<file path="src/rtl/sram_ctrl_pkg.sv">
// Shared definitions for the external SRAM controller: FSM state encodings,
// the default CPU base address of the SRAM window, SRAM data width and the
// wait counter width. Imported by sram_ctrl and sram_wait_counter.
package sram_ctrl_pkg;

    typedef enum logic [1:0] {
        S_IDLE = 2'd0,
        S_LO   = 2'd1,
        S_HI   = 2'd2,
        S_DONE = 2'd3
    } state_t;

    localparam logic [31:0] DEFAULT_BASE_ADDR = 32'd1024;
    localparam int          SRAM_DW           = 16;
    // Wide enough for the largest legal WAIT_CYCLES-1 (14).
    localparam int          WAIT_W            = 4;

endpackage

</file>
<file path="src/rtl/sram_wait_counter.sv">
// Phase timer: loads WAIT_CYCLES-1 on phase entry, counts down to zero, and
// holds there; last=1 while the count is zero (final cycle of a phase).
// Ports: clk, rst (sync, active-high), load (phase entry), last (final phase cycle).
module sram_wait_counter
    import sram_ctrl_pkg::*;
#(
    parameter int WAIT_CYCLES = 2
) (
    input  logic clk,
    input  logic rst,
    input  logic load,
    output logic last
);

    logic [WAIT_W-1:0] cnt;

    always_ff @(posedge clk) begin
        if (rst) begin
            cnt <= '0;
        end else if (load) begin
            cnt <= WAIT_W'(WAIT_CYCLES - 1);
        end else if (cnt != '0) begin
            cnt <= cnt - WAIT_W'(1);
        end
    end

    assign last = (cnt == '0);

endmodule

</file>
<file path="src/rtl/sram_ctrl.sv">
// MEM-stage to 16-bit SRAM sequencer: each 32-bit access is split into a low
// and a high half-word phase of WAIT_CYCLES clocks each; ready=0 stalls the
// pipeline until the DONE cycle. Optional macro SRAM_CTRL_ERR_EN adds the
// addr_err output and short-circuits out-of-window requests straight to DONE.
// Ports: clk/rst; CPU side wr_en, rd_en, address, write_data, read_data, ready;
// SRAM side sram_addr, sram_dq_out, sram_dq_oe, sram_dq_in, sram_we_n.
module sram_ctrl
    import sram_ctrl_pkg::*;
#(
    parameter logic [31:0] BASE_ADDR   = DEFAULT_BASE_ADDR,
    parameter int          WAIT_CYCLES = 2,
    parameter int          SRAM_AW     = 18
) (
    input  logic               clk,
    input  logic               rst,
    input  logic               wr_en,
    input  logic               rd_en,
    input  logic [31:0]        address,
    input  logic [31:0]        write_data,
    output logic [31:0]        read_data,
    output logic               ready,
    output logic [SRAM_AW-1:0] sram_addr,
    output logic [SRAM_DW-1:0] sram_dq_out,
    output logic               sram_dq_oe,
    input  logic [SRAM_DW-1:0] sram_dq_in,
    output logic               sram_we_n
`ifdef SRAM_CTRL_ERR_EN
    ,
    output logic               addr_err
`endif
);

    state_t             state, state_nxt;
    logic               req;
    logic [31:0]        offset;
    logic [SRAM_AW-2:0] widx_in;
    logic               bad_addr;
    logic               cnt_load;
    logic               last;
    logic               in_phase;

    logic               is_wr_q;
    logic [SRAM_AW-2:0] widx_q;
    logic [31:0]        wdata_q;

    assign req     = rd_en | wr_en;
    // Unsigned wrap below BASE_ADDR is intentional; only the low widx bits survive.
    assign offset  = address - BASE_ADDR;
    assign widx_in = offset[SRAM_AW:2];

`ifdef SRAM_CTRL_ERR_EN
    logic unused_bits;
    logic err_q;

    assign unused_bits = ^offset[1:0];
    // Below the window, or a word index that does not fit in SRAM_AW-1 bits.
    assign bad_addr    = (address < BASE_ADDR) | (|offset[31:SRAM_AW+1]);

    always_ff @(posedge clk) begin
        if (rst) begin
            err_q <= 1'b0;
        end else if (state == S_IDLE && req) begin
            err_q <= bad_addr;
        end
    end

    assign addr_err = (state == S_DONE) & err_q;
`else
    logic unused_bits;

    assign unused_bits = ^{offset[31:SRAM_AW+1], offset[1:0]};
    assign bad_addr    = 1'b0;
`endif

    sram_wait_counter #(
        .WAIT_CYCLES (WAIT_CYCLES)
    ) u_wait (
        .clk  (clk),
        .rst  (rst),
        .load (cnt_load),
        .last (last)
    );

    always_ff @(posedge clk) begin
        if (rst) begin
            state <= S_IDLE;
        end else begin
            state <= state_nxt;
        end
    end

    always_comb begin
        state_nxt = state;
        cnt_load  = 1'b0;
        case (state)
            S_IDLE: begin
                if (req) begin
                    if (bad_addr) begin
                        state_nxt = S_DONE;
                    end else begin
                        state_nxt = S_LO;
                        cnt_load  = 1'b1;
                    end
                end
            end
            S_LO: begin
                if (last) begin
                    state_nxt = S_HI;
                    cnt_load  = 1'b1;
                end
            end
            S_HI: begin
                if (last) begin
                    state_nxt = S_DONE;
                end
            end
            S_DONE:  state_nxt = S_IDLE;
            default: state_nxt = S_IDLE;
        endcase
    end

    // Request capture and read-data assembly. A dropped request does not
    // abort the access because everything after IDLE uses the latched copies.
    always_ff @(posedge clk) begin
        if (rst) begin
            is_wr_q   <= 1'b0;
            widx_q    <= '0;
            wdata_q   <= '0;
            read_data <= '0;
        end else begin
            if (state == S_IDLE && req) begin
                is_wr_q <= wr_en;   // write wins when both are asserted
                widx_q  <= widx_in;
                wdata_q <= write_data;
            end
            if (!is_wr_q && last) begin
                if (state == S_LO) begin
                    read_data[15:0] <= sram_dq_in;
                end
                if (state == S_HI) begin
                    read_data[31:16] <= sram_dq_in;
                end
            end
        end
    end

    // Pin outputs decode straight from the state register, so a synchronous
    // reset releases the strobe and the data bus on the very edge it is taken.
    assign in_phase    = (state == S_LO) | (state == S_HI);
    assign sram_addr   = {widx_q, (state == S_HI)};
    assign sram_dq_oe  = in_phase & is_wr_q;
    // The final cycle of a write phase keeps data/address stable with we_n high.
    assign sram_we_n   = ~(in_phase & is_wr_q & ~last);
    assign sram_dq_out = !sram_dq_oe        ? '0 :
                         (state == S_HI)    ? wdata_q[31:16] : wdata_q[15:0];
    assign ready       = ~req | (state == S_DONE);

endmodule

</file>
<file path="config.mk">
export PLATFORM = sky130hd
export DESIGN_NAME = sram_ctrl
export DESIGN_NICKNAME = d
export VERILOG_FILES = /design/src/rtl/sram_ctrl_pkg.sv /design/src/rtl/sram_wait_counter.sv /design/src/rtl/sram_ctrl.sv
export SDC_FILE = /design/constraint.sdc
export NUM_CORES = 1
export LEC_CHECK = 0
export ABC_CLOCK_PERIOD_IN_PS = 4900
export CAP_MARGIN = 20
export CORE_MARGIN = 4
export CORE_UTILIZATION = 46
export DETAILED_ROUTE_END_ITERATION = 8
export MAX_ROUTING_LAYER = met4
export PLACE_DENSITY = 0.88
export RECOVER_POWER = 50
export SETUP_SLACK_MARGIN = 0.02
export SLEW_MARGIN = 25
export SYNTH_ARGS = -nofsm -noshare
export SYNTH_HDL_FRONTEND = slang
export SYNTH_SLANG_ARGS = --single-unit
</file>
<file path="constraint.sdc">
create_clock -name clk -period 4.9 [get_ports clk]
set_clock_uncertainty 0.05 [all_clocks]
set_input_delay 0.49 -clock clk [delete_from_list [all_inputs] [get_ports clk]]
set_output_delay 0.49 -clock clk [all_outputs]
set_load 0.01 [all_outputs]
</file>
==> impl_metrics.json, run 1 <==
{
  "fin_crit_sh_pct": 69.7,
  "finalCriticalPeriod_ns": 3.41,
  "status": "finished with violations",
  "p_leak_nw": 2.16,
  "drv_cap": 2,
  "synthMuxAreaShare_pct": 13.4,
  "ctsResizeCount": 0,
  "fin_cells": 659,
  "cp-start-kind": "input pin",
  "synth-seq-area-share_pct": 46.9,
  "required_ns": 5.11,
  "power_mw": 2.31,
  "tns_ns": 0,
  "rsz0062_at_grt": "no",
  "cts-root-buf": "clkbuf_8",
  "totalWireLength_um": 9670,
  "yosys-top-cells-area": "dfxtp_1 (47%), mux2i_1 (13%), nand2b_1 (9.0%)",
  "io_pins": 153,
  "wl_met3_um": 777,
  "synth_edf_count": 0,
  "grt_use_total_pct": 20.7,
  "post-route-drc-count": 0,
  "worst_pin_slew_ns": 2.06,
  "drive_gt1_share_pct": 5.04,
  "place_hpwl_um": 7020,
  "cts_sinks": 88,
  "synth_compound_area_share_pct": 9.73,
  "power.share.clock_pct": 22.2,
  "p_seq_share_pct": 41.6,
  "insertion_delay_ns": 0.35,
  "peakVddDrop_mv": 0.195,
  "wl_met2_um": 4690,
  "area_growth_syn_to_layout_pct": 43.2,
  "io_buffers": 137,
  "synth_ff_type": "dfxtp_1",
  "h-tree-depth": 3,
  "finalMaxSlewViolations": 77,
  "nets": 641,
  "critPathMaxFanout": 29,
  "syn_area_um2": 3760,
  "synth_cell_types": 34,
  "finalSetupViolCount": 0,
  "worst_hold_slack_ns": 0.406,
  "die-area_um2": 9670,
  "power.internal_mw": 1.52,
  "startpoint": "wr_en",
  "die_height_um": 98.4,
  "synthArstFlopShare_pct": 0,
  "grt_max_degree": 62,
  "syn_avg_cell_area_um2": 8.78,
  "fillCellCount": 657,
  "grt.overflow.total": 0,
  "yosysMostFrequentCell": "dfxtp_1",
  "synth-xor-area-share_pct": 0.466,
  "netlist_instances": 428,
  "synth_top_area_share_pct": 46.9,
  "yosys.area_share.adder_pct": 2.00,
  "cts_tree": "yes",
  "grt_pass1_wl_um": 16100,
  "combinationalPowerShare_pct": 36.2,
  "initial_core_util_pct": 47.9,
  "core_region_area_um2": 7850,
  "antenna_found_initial": 1,
  "numCtsBuffers": 9,
  "avgRoutedWirePerCell_um": 14.7,
  "ant_nets": 0,
  "hold_class": "flip-flop to flip-flop",
  "highest_layer": "met4",
  "synth-seq-cells": 88,
  "swShare_pct": 34.0,
  "clock_path_buffers": 2,
  "synth_simple_gate_area_share_pct": 23.7,
  "cp-end-kind": "flip-flop",
  "yosysWarnings": 0,
  "hold_viol": 0,
  "p_sw_mw": 0.785,
  "vias": 3353,
  "relSlewSlack_pct": -37.2,
  "dp_cells": 642,
  "dp_slack_ns": 2.30,
  "post_cts_buffers": 0,
  "drt-met1-wl_um": 4100,
  "fin_ws_ns": 1.49,
  "fmax_mhz": 293,
  "drtIter0Drc": 103,
  "dieWidth_um": 98.4,
  "syn_nets": 518,
  "violations": "capacitance limit, slew limit",
  "first_pass_iters": 4,
  "r2r_start": "state[0]$_SDFFE_PP0P_",
  "arrival_ns": 3.63,
  "clkTransAtPathRegs_ns": 0.09,
  "synth_top_cell_by_area": "dfxtp_1",
  "hold_path.startpoint": "widx_q[5]$_SDFFE_PP0P_",
  "ctsHoldBuffers": 0,
  "viasPerCell": 5.09,
  "synth_commonest_cells": "dfxtp_1 (88), nand2_1 (85), nand2b_1 (54)",
  "core.rowCount": 32,
  "grt_pass1_vias": 3408,
  "p_per_area_nw_per_um2": 429,
  "synth_top_family_by_area": "simple AND/OR/NAND/NOR gates",
  "gp_congestion": 0.832,
  "path_class": "input pin to flip-flop"
}
==> critical path: stages <==
cell and delay [ns]:
dlygate4sd3_1 0.59, o21ai_0 1.25, clkbuf_1 0.95, nand2_1 0.15
a21oi_1 0.18
==> layout by cell type (no fill, tap or decap), types with 2 or more instances in the layout <==
master and count:
nand2_1 85, a311oi_1 6, nor2_1 28, or3_1 2, clkbuf_8 10, clkbuf_1 2
inv_6 2, nand2b_1 54, ha_1 6, o31ai_1 2, a211oi_1 7, buf_4 2
xnor2_1 2, dfxtp_1 88, nor3b_1 2, or2_2 2, inv_1 7, nand3b_1 2
a21oi_1 42, o21ai_0 2, mux2i_1 49, dlygate4sd3_1 50, clkdlybuf4s50_1 86
==> stage by stage <==
| step | cell area, um2 | util (%) |
|---|---|---|
| after floorplan | 3760 | - |
| final | 5380 | 68.5 |
| after CTS | 5390 | 68.7 |
| after global placement | 5160 | 65.8 |
| after detailed placement | 5190 | 66.1 |
| after global routing | 5380 | 68.5 |
==> area by class of cell <==
type,instances,area (um2),area share (%)
antenna,1,2.50,0.0465
tap,102,128,2.37
clock inverter,5,63.8,1.19
sequential,88,1760,32.8
clock buffer,11,141,2.63
multi-input combinational,304,1850,34.5
inverter,7,26.3,0.489
timing repair buffer,141,1400,26.0
==> per-layer routing <==
layer / up-vias / track usage [%]
met4: 0 / 4.62
li1: 1673 / -
met2: 120 / 34.0
met3: 10 / 7.50
met1: 1550 / 24.3
met5: - / -
==> flip-flops by register name, indices dropped and copies added (netlist names) <==
signal and flops:
read_data 32, wdata_q 32, widx_q 17, u_wait.cnt 4, state 2, is_wr_q 1
==> power by group through the flow <==
stage | combinational (mW) | sequential [mW] | clock (mW)
floorplan | 0.477 | 1.00 | 0
global placement | 0.841 | 0.967 | 0
detailed placement | 0.870 | 0.980 | 0
CTS | 0.874 | 0.964 | 0.525
global route | 0.915 | 0.982 | 0.560
finish | 0.836 | 0.961 | 0.513
==> final timing paths <==
path                                                end  cells past startpoint  slack (ns)
worst min register to register   widx_q[5]$_SDFFE_PP0P_                      2        0.41
worst max-delay path            wdata_q[8]$_SDFFE_PP0P_                      5        1.49
worst max register to register  widx_q[13]$_SDFFE_PP0P_                      5        2.03
worst min-delay path             widx_q[5]$_SDFFE_PP0P_                      2        0.41
==> kinds of logic after synthesis <==
logic type,after synthesis
and+or+nand+nor,184
DFF,88
AOI/OAI and AO/OA,62
muxes,50
buffers and inverters,36
adders and majority gates,6
xor gates and xnor gates,2
(Power assumes the default switching activity.)
==> run 2, diff against run 1 <==
--- a/config.mk
+++ b/config.mk
@@ -5,13 +5,13 @@
 export SDC_FILE = /design/constraint.sdc
 export NUM_CORES = 1
 export LEC_CHECK = 0
-export ABC_CLOCK_PERIOD_IN_PS = 4900
+export ABC_CLOCK_PERIOD_IN_PS = 2900
 export CAP_MARGIN = 20
 export CORE_MARGIN = 4
-export CORE_UTILIZATION = 46
+export CORE_UTILIZATION = 39
 export DETAILED_ROUTE_END_ITERATION = 8
 export MAX_ROUTING_LAYER = met4
-export PLACE_DENSITY = 0.88
+export PLACE_DENSITY = 0.8
 export RECOVER_POWER = 50
 export SETUP_SLACK_MARGIN = 0.02
 export SLEW_MARGIN = 25
==> constraint.sdc (replaced) <==
create_clock -name clk -period 2.9 [get_ports clk]
set_clock_uncertainty 0.05 [all_clocks]
set_input_delay 0.29 -clock clk [delete_from_list [all_inputs] [get_ports clk]]
set_output_delay 0.29 -clock clk [all_outputs]
set_load 0.01 [all_outputs]
==> impl_metrics.json, run 2 (same netlist as run 1, synthesis figures left out) <==
{
  "insertedDiodeCount": 0,
  "cts-root-buf": "clkbuf_8",
  "register_area_um2": 1760,
  "fin_crit_sh_pct": 93.4,
  "worstReg2RegEnd": "widx_q[7]$_SDFFE_PP0P_",
  "p_per_area_nw_per_um2": 704,
  "rsz0062_at_grt": "no",
  "io_pins": 153,
  "cts_sinks": 88,
  "cp-end-kind": "output port",
  "grt_use_total_pct": 17.7,
  "layout_commonest_cell": "dfxtp_1",
  "ctsResizeCount": 0,
  "viasPerCell": 4.83,
  "hold_viol": 0,
  "fin_ws_ns": 0.191,
  "h-tree-depth": 3,
  "initial_core_util_pct": 40.3,
  "hold_class": "flip-flop to flip-flop",
  "core.rowCount": 35,
  "dieWidth_um": 106,
  "rr_worst_depth": 6,
  "vias": 3321,
  "grt_pass1_vias": 3373,
  "power_mw": 3.81,
  "gp_congestion": 0.811,
  "totalWireLength_um": 9630,
  "worst_pin_slew_ns": 0.775,
  "drive_gt1_share_pct": 5.72,
  "relSlewSlack_pct": 48.4,
  "cp-start-kind": "flip-flop",
  "arrival_ns": 2.37,
  "core_region_area_um2": 9330,
  "ant_nets": 0,
  "grt_max_degree": 65,
  "antenna_found_initial": 0,
  "drtIter0Drc": 125,
  "finalMaxSlewViolations": 0,
  "endpoint": "sram_we_n",
  "die_height_um": 106,
  "peakVddDrop_mv": 0.368,
  "finalSetupViolCount": 0,
  "die-area_um2": 11300,
  "required_ns": 2.56,
  "clock_path_buffers": 2,
  "fillCellCount": 847,
  "grt_pass1_wl_um": 16100,
  "numCtsBuffers": 9,
  "cts_tree": "yes",
  "tns_ns": 0,
  "avgRoutedWirePerCell_um": 14.0,
  "final_cell_mix": "dfxtp_1 (88), clkdlybuf4s50_1 (87), nand2_1 (85), nand2b_1 (54)",
  "place_hpwl_um": 6880,
  "p_leak_nw": 2.17,
  "post-route-drc-count": 0,
  "fmax_mhz": 369,
  "r2r_start": "state[0]$_SDFFE_PP0P_",
  "insertion_delay_ns": 0.34,
  "multi_input_area_um2": 1850,
  "reg_top3": "read_data: 32 flops, wdata_q: 32 flops, widx_q: 17 flops",
  "dp_slack_ns": 0.534,
  "startpoint": "state[1]$_SDFFE_PP0P_",
  "drv_cap": 0,
  "post_cts_buffers": 0,
  "ctsHoldBuffers": 0,
  "area_growth_syn_to_layout_pct": 44.2,
  "critPathMaxFanout": 17,
  "path_class": "flip-flop to output port",
  "grt.overflow.total": 0,
  "first_pass_iters": 4,
  "clkTransAtPathRegs_ns": 0.10,
  "nets": 644,
  "finalCriticalPeriod_ns": 2.71,
  "status": "finished clean",
  "r2r_setup_slack_ns": 0.53,
  "io_buffers": 137
}
==> run 2: per-layer routing <==
layer	track usage, %	part of all wire, %	up-vias
li1	-	-	1675
met1	21.3	46	1533
met2	29.5	47	106
met3	4.61	6.3	7
met4	5.00	0.71	0
met5	-	0	-
==> run 2: final cells by class <==
class                   instances  area share, %
clock buffers                  11           2.80
well taps                     129           2.98
multi-input cells             304           34.2
clock inverters                 5          0.716
inverters                       7          0.485
flip-flops and latches         88           32.5
repair buffers                144           26.3
==> run 2: metrics by stage <==
step	hold WS (ns)	instances	area (um2)	utilization [%]
6_report	0.406	688	5420	58.1
5_1_grt	0.428	688	5420	58.1
4_1_cts	0.411	688	5430	58.2
3_5_place_dp	0.397	672	5240	56.2
3_3_place_gp	0.392	672	5240	56.2
2_1_floorplan	0.336	428	3760	-
==> run 2: how the worst min path moves through the flow <==
stage / depth (start not counted) / start / to
6_report: 2 / widx_q[0]$_SDFFE_PP0P_ / widx_q[0]$_SDFFE_PP0P_
5_1_grt: 2 / wdata_q[17]$_SDFFE_PP0P_ / wdata_q[17]$_SDFFE_PP0P_
4_1_cts: 2 / rst / wdata_q[16]$_SDFFE_PP0P_
3_5_place_dp: 2 / wdata_q[8]$_SDFFE_PP0P_ / wdata_q[8]$_SDFFE_PP0P_
3_3_place_gp: 2 / wdata_q[19]$_SDFFE_PP0P_ / wdata_q[19]$_SDFFE_PP0P_
2_1_floorplan: 1 / address[10] / widx_q[8]$_SDFFE_PP0P_
==> run 2: critical path, stage by stage, from the launching register on <==
cell             delay [ns]
dfxtp_1                0.39
inv_1                  0.08
ha_1                   0.29
nand2_1                0.51
inv_1                  0.13
nand2_1                0.09
clkdlybuf4s50_1        0.53
==> run 2: where the power goes <==
group          leakage, nW  internal, mW  total, mW  switching (mW)
clock               0.0959         0.364      0.803           0.439
combinational         1.35         0.654       1.39           0.741
sequential           0.721          1.48       1.62           0.139
total                 2.17          2.49       3.81            1.32
